`config.mk`:
```
export PLATFORM = sky130hd
export DESIGN_NAME = ifu_fetch_queue
export DESIGN_NICKNAME = d
export VERILOG_FILES = /design/src/rtl/ifu_fetch_queue.sv
export SDC_FILE = /design/constraint.sdc
export NUM_CORES = 1
export LEC_CHECK = 0
export ABC_AREA = 1
export BUFFER_PORTS_ARGS = -buffer_cell sky130_fd_sc_hd__buf_4
export CAP_MARGIN = 30
export CORE_MARGIN = 1
export CORE_UTILIZATION = 60
export CTS_BUF_LIST = sky130_fd_sc_hd__clkbuf_2
export CTS_CLUSTER_DIAMETER = 120
export CTS_CLUSTER_SIZE = 24
export DETAILED_ROUTE_END_ITERATION = 6
export PLACE_DENSITY_LB_ADDON = 0.1
export SYNTH_ARGS = -nofsm -noshare
export SYNTH_HDL_FRONTEND = slang
export SYNTH_SLANG_ARGS = --single-unit
```
`constraint.sdc`:
```
create_clock -name clk -period 5.27 [get_ports clk]
set_input_delay 1.054 -clock clk [delete_from_list [all_inputs] [get_ports clk]]
set_output_delay 1.054 -clock clk [all_outputs]
set_load 0.005 [all_outputs]
```
`src/rtl/ifu_fetch_queue.sv`:
```
// Instruction-fetch queue: owns the sequential fetch PC, issues in-order requests under a
// credit limit, buffers returned words with their PCs, and flushes everything on a redirect.
`timescale 1ns/1ps
module ifu_fetch_queue #(
    parameter int          DEPTH    = 4,
    parameter logic [31:0] PC_RESET = 32'h0000_3000
) (
    input  logic        clk,
    input  logic        reset,
    input  logic        redirect_valid,
    input  logic [31:0] redirect_pc,
    output logic        imem_req,
    output logic [31:0] imem_addr,
    input  logic        imem_gnt,
    input  logic        imem_rvalid,
    input  logic [31:0] imem_rdata,
    output logic        out_valid,
    input  logic        out_ready,
    output logic [31:0] out_pc,
    output logic [31:0] out_instr,
    output logic [31:0] fetch_pc
);
    localparam int AW = (DEPTH > 1) ? $clog2(DEPTH) : 1;
    localparam int CW = AW + 1;
    // Outstanding can exceed DEPTH while stale returns are still being drained.
    localparam int OW = AW + 4;
    localparam logic [OW-1:0] DEPTH_C = OW'(DEPTH);

    logic [31:0]   fifo_pc    [DEPTH];
    logic [31:0]   fifo_instr [DEPTH];
    logic [31:0]   tag_pc     [DEPTH];
    logic [AW-1:0] rd_ptr, wr_ptr, tag_rd, tag_wr;
    logic [CW-1:0] count;
    logic [OW-1:0] outstanding, drop, live;
    logic          grant, ret_live, push, pop;

    always_comb begin
        live      = outstanding - drop;
        imem_req  = !reset && !redirect_valid && ((OW'(count) + live) < DEPTH_C);
        imem_addr = fetch_pc;
        grant     = imem_req && imem_gnt;
        ret_live  = imem_rvalid && (drop == '0);
        push      = ret_live && !redirect_valid && !reset;
        out_valid = (count != '0);
        pop       = out_valid && out_ready;
        out_pc    = out_valid ? fifo_pc[rd_ptr]    : '0;
        out_instr = out_valid ? fifo_instr[rd_ptr] : '0;
    end

    always_ff @(posedge clk) begin
        if (reset) begin
            fetch_pc    <= PC_RESET;
            count       <= '0;
            rd_ptr      <= '0;
            wr_ptr      <= '0;
            tag_rd      <= '0;
            tag_wr      <= '0;
            outstanding <= '0;
            drop        <= '0;
        end else if (redirect_valid) begin
            // A return landing in the redirect cycle is stale, so it is excluded from drop.
            fetch_pc    <= redirect_pc;
            count       <= '0;
            rd_ptr      <= '0;
            wr_ptr      <= '0;
            tag_rd      <= '0;
            tag_wr      <= '0;
            outstanding <= outstanding - OW'(imem_rvalid);
            drop        <= outstanding - OW'(imem_rvalid);
        end else begin
            if (grant) begin
                fetch_pc <= fetch_pc + 32'd4;
                tag_wr   <= tag_wr + AW'(1);
            end
            outstanding <= outstanding + OW'(grant) - OW'(imem_rvalid);
            if (imem_rvalid && (drop != '0))
                drop <= drop - OW'(1);
            if (ret_live) begin
                wr_ptr <= wr_ptr + AW'(1);
                tag_rd <= tag_rd + AW'(1);
            end
            if (pop)
                rd_ptr <= rd_ptr + AW'(1);
            count <= count + CW'(ret_live) - CW'(pop);
        end
    end

    // Payload storage carries no reset; validity is tracked by count and the tag pointers.
    always_ff @(posedge clk) begin
        if (grant)
            tag_pc[tag_wr] <= fetch_pc;
        if (push) begin
            fifo_pc[wr_ptr]    <= tag_pc[tag_rd];
            fifo_instr[wr_ptr] <= imem_rdata;
        end
    end
endmodule
```
==> impl_metrics.json <==
{
  "outcome": "complete, no violations",
  "clockRootBuffer": "clkbuf_2",
  "grt_max_degree": 79,
  "syn_nets": 1886,
  "finalMaxSlewViolations": 0,
  "synthXorXnorAreaFrac_pct": 0.691,
  "hold_viol_final": 0,
  "clock-sinks": 443,
  "seq_area_sq_mm": 0.0127,
  "maxCapViolations": 0,
  "period_share_pct": 83.4,
  "track_usage_pct": 24.8,
  "vdd_drop_max_mv": 0.172,
  "ys_warn_count": 0,
  "io_buffers": 199,
  "async_flop_share_pct": 0,
  "r2r-end": "outstanding[4]",
  "drive_gt1_share_pct": 15.1,
  "slew_headroom_pct": 34.4,
  "synth_ff_type": "edfxtp_1",
  "route.detailed.drc": 0,
  "max_freq_ghz": 0.228,
  "crit_fanout": 6,
  "final_util_pct": 67.4,
  "synth_top_family_by_area": "simple AND/OR/NAND/NOR gates",
  "via_per_inst": 5.64,
  "final.setup.tns_ps": 0,
  "power_density_mw_per_mm2": 291,
  "ys_types": 37,
  "vias": 13100,
  "die_h_microns": 180,
  "first_pass_iters": 5,
  "wl_per_cell_microns": 17.5,
  "clk_latency_ps": 970,
  "syn_avg_cell_area_sq_um": 10.7,
  "p_leak_nw": 7.67,
  "ant_nets": 0,
  "finClkSkew_ps": 67.5,
  "holdWs_ps": 248,
  "place_congestion": 0.930,
  "final_cell_area_sq_mm": 0.0208,
  "arrival_ps": 3340,
  "htree_levels": 1,
  "worst_pin_slew_ps": 984,
  "clk_pin_slew_ps": 420,
  "r2r-start": "outstanding[2]",
  "setup_viol": 0,
  "critPathRequiredTime_ps": 4220,
  "synth_fa_ha_area_share_pct": 2.39,
  "ff2ff_path_depth": 23,
  "rows": 64,
  "fillers": 2380,
  "rsz0062_at_grt": "false",
  "coreArea_sq_mm": 0.0309,
  "syn_area_sq_mm": 0.0190,
  "hold_depth": 1,
  "yosys-mux-area-fraction_pct": 0,
  "worst-r2r-setup-slack_ps": 1000,
  "synthToLayoutAreaGrowth_pct": 9.56,
  "startpoint": "outstanding[2]",
  "overflow": 0,
  "hold_path.class": "in -> reg",
  "clockBufferDepth": 3,
  "num_io_pins": 200,
  "grt_pass1_wl_microns": 64500,
  "ys_seq_area_share_pct": 66.8,
  "synth_edf_count": 384,
  "cts.repair.resized": 0,
  "multi_input_area_sq_mm": 0.00542,
  "place_area_sq_mm": 0.0206,
  "total_power_mw": 6.06,
  "cts_buffers": 22,
  "grt_antenna_before_repair": 3,
  "synth_cells": 1782,
  "synth_compound_area_share_pct": 10.4,
  "totalWireLength_microns": 40600,
  "crit_path_end": "imem_req",
  "dieWidth_microns": 180,
  "grt_pass1_vias": 12500,
  "synth_seq_cells": 443,
  "path_class": "reg -> out",
  "dpl.hpwl_microns": 24600,
  "fin_crit_ps": 4390,
  "start_util_pct": 61.5,
  "die_area_sq_mm": 0.0324,
  "layout.nets": 2008,
  "ctsHoldBuffers": 0,
  "synthSimpleGateAreaFrac_pct": 14.8,
  "post_cts_buffers": 0,
  "cts_tree": "yes",
  "endpoint_kind": "primary output",
  "cp-start-kind": "register",
  "drtIter0Drc": 1030
}
[per-layer routing]
metal | GRT usage, % | share of wire (%) | up-vias | wire (microns)
met5 | 0 | 0 | - | 0
met4 | 5.30 | 1.6 | 0 | 666
met3 | 2.43 | 5.6 | 62 | 2270
met2 | 42.9 | 49 | 437 | 19800
met1 | 34.5 | 44 | 6212 | 17900
li1 | - | - | 6352 | -
[synth_stat cells (18+ instances only)]
master / count / area share, %
a21oi_1: 122 / 3.2
buf_1: 18 / 0.36
buf_4: 32 / 1.3
clkbuf_1: 62 / 1.2
dfxtp_1: 59 / 6.2
edfxtp_1: 384 / 61
ha_1: 30 / 2.0
inv_1: 83 / 1.6
nand2_1: 225 / 4.4
nand3_1: 58 / 1.5
nor2_1: 382 / 7.5
o21ai_0: 211 / 5.6
o22ai_1: 32 / 1.1
[metrics by stage]
step / setup WS, ps / std cells
3_3_place_gp: 1160 / 2276
6_report: 876 / 2317
5_1_grt: 578 / 2317
4_1_cts: 736 / 2316
3_5_place_dp: 953 / 2276
2_1_floorplan: 616 / 1782
[report_power, final]
part	leakage [nW]	switching, mW	internal [mW]	total [mW]
Combinational	3.56	0.567	0.359	0.925
Sequential	3.94	0.0831	3.90	3.98
Clock	0.169	0.962	0.192	1.15
Total	7.67	1.61	4.45	6.06
[layout make-up]
type                            count  area share (%)
Sequential cell                   443            61.0
Multi-Input combinational cell   1128            26.0
Timing Repair Buffer              219            7.95
Tap cell                          396            2.38
Inverter                           90            1.62
Clock buffer                       39           0.937
Clock inverter                      1          0.0780
Antenna cell                        1          0.0120
[state kept, by name, summed over array words and instances (netlist names), named ones only]
signal,count
tag_pc,128
outstanding,6
count,3
fifo_instr,128
rd_ptr,2
wr_ptr,2
tag_wr,2
tag_rd,2
fetch_pc,32
drop,6
fifo_pc,128
[critical path: stages, from the launching register on]
cell and delay, ps:
dfxtp_1 460, inv_1 130, fa_1 520, inv_1 40
ha_1 350, nand2_1 90, nand2_1 90, inv_2 80
nand2_1 70, nand2_1 60, nand2_1 90, nor2_4 120
nand3_1 110, inv_1 70, buf_4 100
[worst min path at each step]
stage                        start           endpoint  slack (ps)
floorplan                tag_rd[1]           register         440
global placement         tag_rd[1]          tag_rd[1]         440
detailed placement       rd_ptr[1]           register         450
CTS                 imem_rdata[25]  fifo_instr[3][25]         150
global route        imem_rdata[31]  fifo_instr[2][31]         130
finish              imem_rdata[31]  fifo_instr[2][31]         250
[placed cells by master (no fill, tap or decap), types with 4 or more instances in the layout]
master	count
inv_1	82
nor2_4	6
edfxtp_1	384
nand3b_1	8
xor2_1	11
xnor2_1	4
dfxtp_1	57
nand4_1	6
fa_1	4
o22ai_1	32
nand3_1	58
o21ai_1	8
o21ai_0	211
buf_4	218
nor2_2	7
ha_1	30
a21oi_1	122
nand2_1	225
inv_2	6
nor2_1	374
clkbuf_2	39
[cell families after synthesis]
kind of cell    Yosys count
compound gates          383
xor+xnor                 15
fa+ha+maj                34
buf+inv                 211
flops                   443
simple gates            696
Note: power is estimated with default switching activity, not from simulation.
